[config.mk]
export PLATFORM = sky130hd
export DESIGN_NAME = fetch_unit_flat
export DESIGN_NICKNAME = d
export VERILOG_FILES = /design/src/rtl/fetch_unit_pkg.sv /design/src/rtl/fetch_unit_if.sv /design/src/rtl/fetch_unit_branch_pending_reg.sv /design/src/rtl/fetch_unit.sv /design/src/flat_wrapper.sv
export SDC_FILE = /design/constraint.sdc
export NUM_CORES = 1
export LEC_CHECK = 0
export ABC_AREA = 1
export ABC_CLOCK_PERIOD_IN_PS = 1700
export BUFFER_PORTS_ARGS = -buffer_cell sky130_fd_sc_hd__buf_2
export CAP_MARGIN = 20
export CORE_UTILIZATION = 49
export DETAILED_ROUTE_END_ITERATION = 8
export PLACE_DENSITY = 0.86
export SLEW_MARGIN = 10
export SYNTH_ARGS = -nofsm -noshare
export SYNTH_HDL_FRONTEND = slang
export SYNTH_HIERARCHICAL = 1
export SYNTH_SLANG_ARGS = --single-unit
[constraint.sdc]
create_clock -name clk -period 1.7 [get_ports clk]
set_input_delay 0.17 -clock clk [delete_from_list [all_inputs] [get_ports clk]]
set_output_delay 0.17 -clock clk [all_outputs]
set_load 0.05 [all_outputs]
[src/rtl/fetch_unit_pkg.sv]
// Shared types and constants for the instruction-fetch stage.
// Holds the stall vector encoding, bus widths, FSM states and the reset vector.
package fetch_unit_pkg;

  localparam logic [31:0] RESET_VEC_DEFAULT = 32'hBFC0_0000;

  localparam int BR_WD       = 33;
  localparam int IF_TO_ID_WD = 33;
  localparam int STALL_WD    = 6;

  typedef logic [STALL_WD-1:0] StallBus;

  localparam logic Stop   = 1'b1;
  localparam logic NoStop = 1'b0;

  typedef enum logic [1:0] {
    BOOT = 2'd0,
    RUN  = 2'd1,
    HOLD = 2'd2
  } fetch_state_e;

  // A fetch is misaligned when the word address has any byte-offset bits set.
  function automatic logic misaligned(input logic [31:0] addr);
    return addr[1:0] != 2'b00;
  endfunction

endpackage

[src/rtl/fetch_unit_if.sv]
// Pipeline-facing and SRAM-facing signals of the fetch stage.
// The fetch unit uses the master view; the surrounding pipeline uses the slave view.
interface fetch_unit_if;
  import fetch_unit_pkg::*;

  StallBus                stall;
  logic [BR_WD-1:0]       br_bus;
  logic [IF_TO_ID_WD-1:0] if_to_id_bus;
  logic                   inst_sram_en;
  logic [3:0]             inst_sram_wen;
  logic [31:0]            inst_sram_addr;
  logic [31:0]            inst_sram_wdata;
  logic                   fetch_adel;
  logic [31:0]            fetch_cnt;

  modport master (
    input  stall,
    input  br_bus,
    output if_to_id_bus,
    output inst_sram_en,
    output inst_sram_wen,
    output inst_sram_addr,
    output inst_sram_wdata,
    output fetch_adel,
    output fetch_cnt
  );

  modport slave (
    output stall,
    output br_bus,
    input  if_to_id_bus,
    input  inst_sram_en,
    input  inst_sram_wen,
    input  inst_sram_addr,
    input  inst_sram_wdata,
    input  fetch_adel,
    input  fetch_cnt
  );

endinterface

[src/rtl/fetch_unit_branch_pending_reg.sv]
// Remembers a branch redirect that arrived while fetch was stalled and
// selects the redirect target for the next PC (a live branch wins).
module branch_pending_reg (
  input  logic        clk,
  input  logic        rst,
  input  logic        advance,
  input  logic        br_e,
  input  logic [31:0] br_addr,
  output logic        redir,
  output logic [31:0] tgt
);

  logic        pend_v;
  logic [31:0] pend_addr;

  always_ff @(posedge clk) begin
    if (!rst) begin
      pend_v    <= 1'b0;
      pend_addr <= '0;
    end else if (advance) begin
      pend_v <= 1'b0;
    end else if (br_e) begin
      // The most recent branch during a hold is the one that counts.
      pend_v    <= 1'b1;
      pend_addr <= br_addr;
    end
  end

  assign redir = br_e | pend_v;
  assign tgt   = br_e ? br_addr : pend_addr;

endmodule

[src/rtl/fetch_unit.sv]
// Instruction-fetch stage: owns the PC, drives the instruction SRAM read and
// hands {ce, pc} to decode, applying branch redirects after the delay slot.
//
// state | meaning
// BOOT  | out of reset, no fetch issued yet (ce low)
// RUN   | PC advances every cycle
// HOLD  | stall[0] asserted, PC and SRAM address frozen
module fetch_unit
  import fetch_unit_pkg::*;
#(
  parameter logic [31:0] RESET_VEC = RESET_VEC_DEFAULT
) (
  input  logic         clk,
  input  logic         rst,
  fetch_unit_if.master bus
);

  fetch_state_e state_q, state_d;

  logic [31:0] pc_r;
  logic        ce_r;
  logic [31:0] cnt_r;
  logic        advance;
  logic        br_e;
  logic [31:0] br_addr;
  logic        redir;
  logic [31:0] tgt;
  logic [31:0] npc;
  logic        adel;
  logic        stall_hi_unused;

  assign advance = (bus.stall[0] == NoStop);
  assign br_e    = bus.br_bus[BR_WD-1];
  assign br_addr = bus.br_bus[31:0];

  // Only the PC-hold bit of the stall vector concerns fetch.
  assign stall_hi_unused = ^bus.stall[STALL_WD-1:1];

  branch_pending_reg u_branch_pending_reg (
    .clk     (clk),
    .rst     (rst),
    .advance (advance),
    .br_e    (br_e),
    .br_addr (br_addr),
    .redir   (redir),
    .tgt     (tgt)
  );

  assign npc = redir ? tgt : pc_r + 32'd4;

  always_ff @(posedge clk) begin
    if (!rst) begin
      state_q <= BOOT;
    end else begin
      state_q <= state_d;
    end
  end

  always_comb begin
    state_d = state_q;
    case (state_q)
      BOOT:    if (advance) state_d = RUN;
      RUN:     if (!advance) state_d = HOLD;
      HOLD:    if (advance) state_d = RUN;
      default: state_d = BOOT;
    endcase
  end

  // Reset parks the PC one word before the vector so the first advance lands on it.
  always_ff @(posedge clk) begin
    if (!rst) begin
      pc_r  <= RESET_VEC - 32'd4;
      ce_r  <= 1'b0;
      cnt_r <= '0;
    end else if (advance) begin
      pc_r <= npc;
      ce_r <= 1'b1;
      if (!misaligned(npc)) begin
        cnt_r <= cnt_r + 32'd1;
      end
    end
  end

  assign adel = ce_r & misaligned(pc_r);

  assign bus.if_to_id_bus    = {ce_r, pc_r};
  assign bus.inst_sram_en    = ce_r & ~adel;
  assign bus.inst_sram_wen   = 4'b0000;
  assign bus.inst_sram_addr  = pc_r;
  assign bus.inst_sram_wdata = 32'd0;
  assign bus.fetch_adel      = adel;
  assign bus.fetch_cnt       = cnt_r;

endmodule

[src/flat_wrapper.sv]
// flat-port wrapper written by rule: the top's interface ports become plain ports
module fetch_unit_flat import fetch_unit_pkg::*;
#(
  parameter logic [31:0] RESET_VEC = RESET_VEC_DEFAULT
)
  (clk, rst, bus_stall, bus_br_bus, bus_if_to_id_bus, bus_inst_sram_en, bus_inst_sram_wen, bus_inst_sram_addr, bus_inst_sram_wdata, bus_fetch_adel, bus_fetch_cnt);
  fetch_unit_if bus_i ();
  input  logic clk;
  input  logic rst;
  input wire logic [$bits(bus_i.stall)-1:0] bus_stall;
  input wire logic [$bits(bus_i.br_bus)-1:0] bus_br_bus;
  output wire logic [$bits(bus_i.if_to_id_bus)-1:0] bus_if_to_id_bus;
  output wire logic [$bits(bus_i.inst_sram_en)-1:0] bus_inst_sram_en;
  output wire logic [$bits(bus_i.inst_sram_wen)-1:0] bus_inst_sram_wen;
  output wire logic [$bits(bus_i.inst_sram_addr)-1:0] bus_inst_sram_addr;
  output wire logic [$bits(bus_i.inst_sram_wdata)-1:0] bus_inst_sram_wdata;
  output wire logic [$bits(bus_i.fetch_adel)-1:0] bus_fetch_adel;
  output wire logic [$bits(bus_i.fetch_cnt)-1:0] bus_fetch_cnt;
  assign bus_i.stall = bus_stall;
  assign bus_i.br_bus = bus_br_bus;
  assign bus_if_to_id_bus = bus_i.if_to_id_bus;
  assign bus_inst_sram_en = bus_i.inst_sram_en;
  assign bus_inst_sram_wen = bus_i.inst_sram_wen;
  assign bus_inst_sram_addr = bus_i.inst_sram_addr;
  assign bus_inst_sram_wdata = bus_i.inst_sram_wdata;
  assign bus_fetch_adel = bus_i.fetch_adel;
  assign bus_fetch_cnt = bus_i.fetch_cnt;
  fetch_unit #(.RESET_VEC(RESET_VEC)) u_core (.clk(clk), .rst(rst), .bus(bus_i));
endmodule
==> metrics.md <==
| Metric | Value |
|---|---|
| Status | finished, final reports clean |
| Detail Placement HPWL | 13.10 mm |
| Pwr dens | 874.9 nW/um2 |
| Finished Core Util | 57.16% |
| Gpl congestion | 0.9812 |
| Area Growth Syn to Fin | 13.38% |
| Final wirelength | 17.93 mm |
| Post-synthesis simple-gate area fraction | 38.91% |
| Routed len/inst | 12.92 um |
| Starting DRT DRC Count | 597 |
| Routed Antenna Nets | 0 |
| Vias | 6982 |
| Final nets | 1250 |
| Crit-path cells | nand2_1, nor2_1, nand2_1, nor2_1, xor2_1, o21ai_0, nand2_1 |
| Top Metal Used | met4 |
| Fin Setup TNS | 0 ps |
| Post-Synth Adder-Cell Area | 0.3748% |
| Critical path arrival | 1890 ps |
| Worst Hold Class | input port to flop |
| Minimum clock period | 1654 ps |
| Number of clock sinks | 98 |
| Fill cells | 1298 |
| Post-synthesis register bit count | 98 |
| Fmax | 0.6045 GHz |
| Reg clk slew, reported paths | 70 ps |
| Die width | 118.7 um |
| Post-synthesis mux area share | 0% |
| Main flop type after synthesis | dfxtp_1 |
| Final Max Tran Viols | 0 |
| RSZ-0062 raised after global routing | true |
| CP startpoint kind | flop |
| Most common cell after layout, fill and taps aside | nand2_1 |
| CTS buffer count | 9 |
| Compound-Gate Fraction of Synth Area | 11.24% |
| Ys Warns | 6 |
| Buffers on Ports | 134 |
| Final Skew | 7.094 ps |
| Clk_lat worst skew | 350 ps |
| WS Path Type | flop to flop |
| Initial Util | 50.42% |
| Synth unique cells | 40 |
| CP required | 1930 ps |
| Chip height | 118.7 um |
| Synth Area in XOR/XNOR | 0.9183% |
| Synthesized cell area | 6676 um2 |
| Initial antenna violation count | 0 |
| Die area | 14100 um2 |
| H-tree depth | 3 |
| Synth Area per Inst | 6.058 um2 |
| GRT Total Usage | 25.48% |
| Largest net degree at the start of global routing | 47 |
| Cts hold-fix bufs | 0 |
| First-pass GRT wire length | 28.87 mm |
| Met3 wire len | 1.176 mm |
| Setup slack after layout | 45.71 ps |
| Clock Tree Buf Depth | 2 |
| TritonCTS clock tree | done |
| Crit end category | flop |
| DR WL met2 | 8.691 mm |
| Ys async rst share | 0% |
| ANT cells | 0 |
| Hold WS | 131.8 ps |
| Crit path top cell by count | nand2_1 |
| Met1 WL | 7.692 mm |
| Worst-path fanout max | 6 |
| Largest family of logic cells by synthesized area | simple AND/OR/NAND/NOR gates |
| Core area | 13240 um2 |
| Total grt overflow | 0 |
| Final setup vio count | 0 |
| DR pass1 iterations | 5 |
| Least-Margin Pin Slew | 577.2 ps |
| Worst VDD drop | 781.1 uV |
| Vias in the first global route | 6044 |
| Post-synth EDFFs | 0 |
| Relative slew slack | 61.46% |
| CP max stage delay | 440 ps |
| DRC Markers | 0 |
| Post-CTS Setup Inserts | 0 |
| Period utilization | 97.31% |
| FP Rows | 42 |
| MaxCap Viol Count | 0 |
| Via-per-instance ratio | 5.030 |
| Gate count of the mapped netlist | 1102 |
| Most frequent cells in the layout | 331 x nand2_1, 134 x buf_2, 131 x nor2_1 |
| Ports | 176 |
| Layout cell share with drive strength beyond 1 | 20.21% |
| Pre-CTS setup slack | -20.84 ps |
| Root Buffer | clkbuf_16 |
| Post_cts resized | 0 |
| LEAKAGE | 3.792 nW |
| Hold Fails Final Rpt | 0 |
| Register area share after synthesis | 29.39% |
| CP max stage cell | dfxtp_1 |
[sequential cells by signal (all words and copies together) (netlist names)]
register,flops
u_core/bus.inst_sram_addr,32
u_core/ce_r,1
u_core/u_branch_pending_reg/pend_addr,32
u_core/u_branch_pending_reg/pend_v,1
u_core/bus.fetch_cnt,32
[through the flow]
| step | cells | instance area [um2] | power, mW |
|---|---|---|---|
| 5_1_grt | 1388 | 7570 | 6.893 |
| 6_report | 1388 | 7570 | 6.623 |
| 4_1_cts | 1388 | 7537 | 6.619 |
| 3_5_place_dp | 1372 | 7223 | 4.433 |
| 2_1_floorplan | 1137 | 6820 | 4.142 |
| 3_3_place_gp | 1372 | 7223 | 4.404 |
[cell usage after synthesis, drive strengths merged (6+ instances only)]
cell | number | share of area [%]
o21ai | 45 | 3.5
nand3b | 10 | 1.1
nor3 | 9 | 0.90
dfxtp | 98 | 29
nor2 | 146 | 9.0
xor2 | 6 | 0.79
a21oi | 93 | 7.0
nand4 | 10 | 0.94
clkbuf | 17 | 1.4
buf | 91 | 10
inv | 130 | 7.4
nand3 | 72 | 5.5
nand2 | 358 | 21
[worst paths after layout]
path	cells after the start	startpoint	slack [ps]	to
setup / recovery	7	u_core/bus.inst_sram_addr[10]	50	u_core/bus.inst_sram_addr[12]
hold / removal	5	bus_br_bus[24]	130	u_core/u_branch_pending_reg/pend_addr[24]
setup reg to reg	7	u_core/bus.inst_sram_addr[10]	50	u_core/bus.inst_sram_addr[12]
hold reg to reg	2	u_core/bus.fetch_cnt[3]	490	u_core/bus.fetch_cnt[3]
[power breakdown]
group	total, mW	leakage, nW	switching [mW]	internal [mW]
Sequential	2.58	0.808	0.150	2.43
Combinational	1.85	2.83	1.38	0.464
Clock	2.20	0.151	0.865	1.33
[layout make-up]
type	instances	area, um2	area share (%)
clock buffer	14	254.0	3.355
clock inverter	2	60.06	0.7934
inverter	132	503.0	6.645
multi-input combinational	799	3598	47.54
sequential	98	1978	26.13
tap	176	220.2	2.909
timing repair buffer	167	955.9	12.63
[critical path: cells and delay by family, from the launching register on]
| kind | cells | cell delay (ps) |
|---|---|---|
| flops | 1 | 440 |
| simple gates | 5 | 790 |
| compound gates | 1 | 180 |
| xor+xnor | 1 | 130 |
[metal layers]
layer  vias up  GRT usage, %
met5         -             0
met4         0         8.544
met3        27         4.488
met2       288         43.49
met1      3112         32.22
li1       3555             -
[kinds of logic (layout without fill, tap and decap cells)]
family                     count (synthesis)  count (layout)
AOI/OAI and AO/OA                        145             145
xor gates and xnor gates                   7               7
adders and majority gates                  2               2
buffers and inverters                    240             315
DFF                                       98              98
other                                      1              36
and+or+nand+nor                          609             609
No activity file was read; power rests on OpenSTA's default activity.
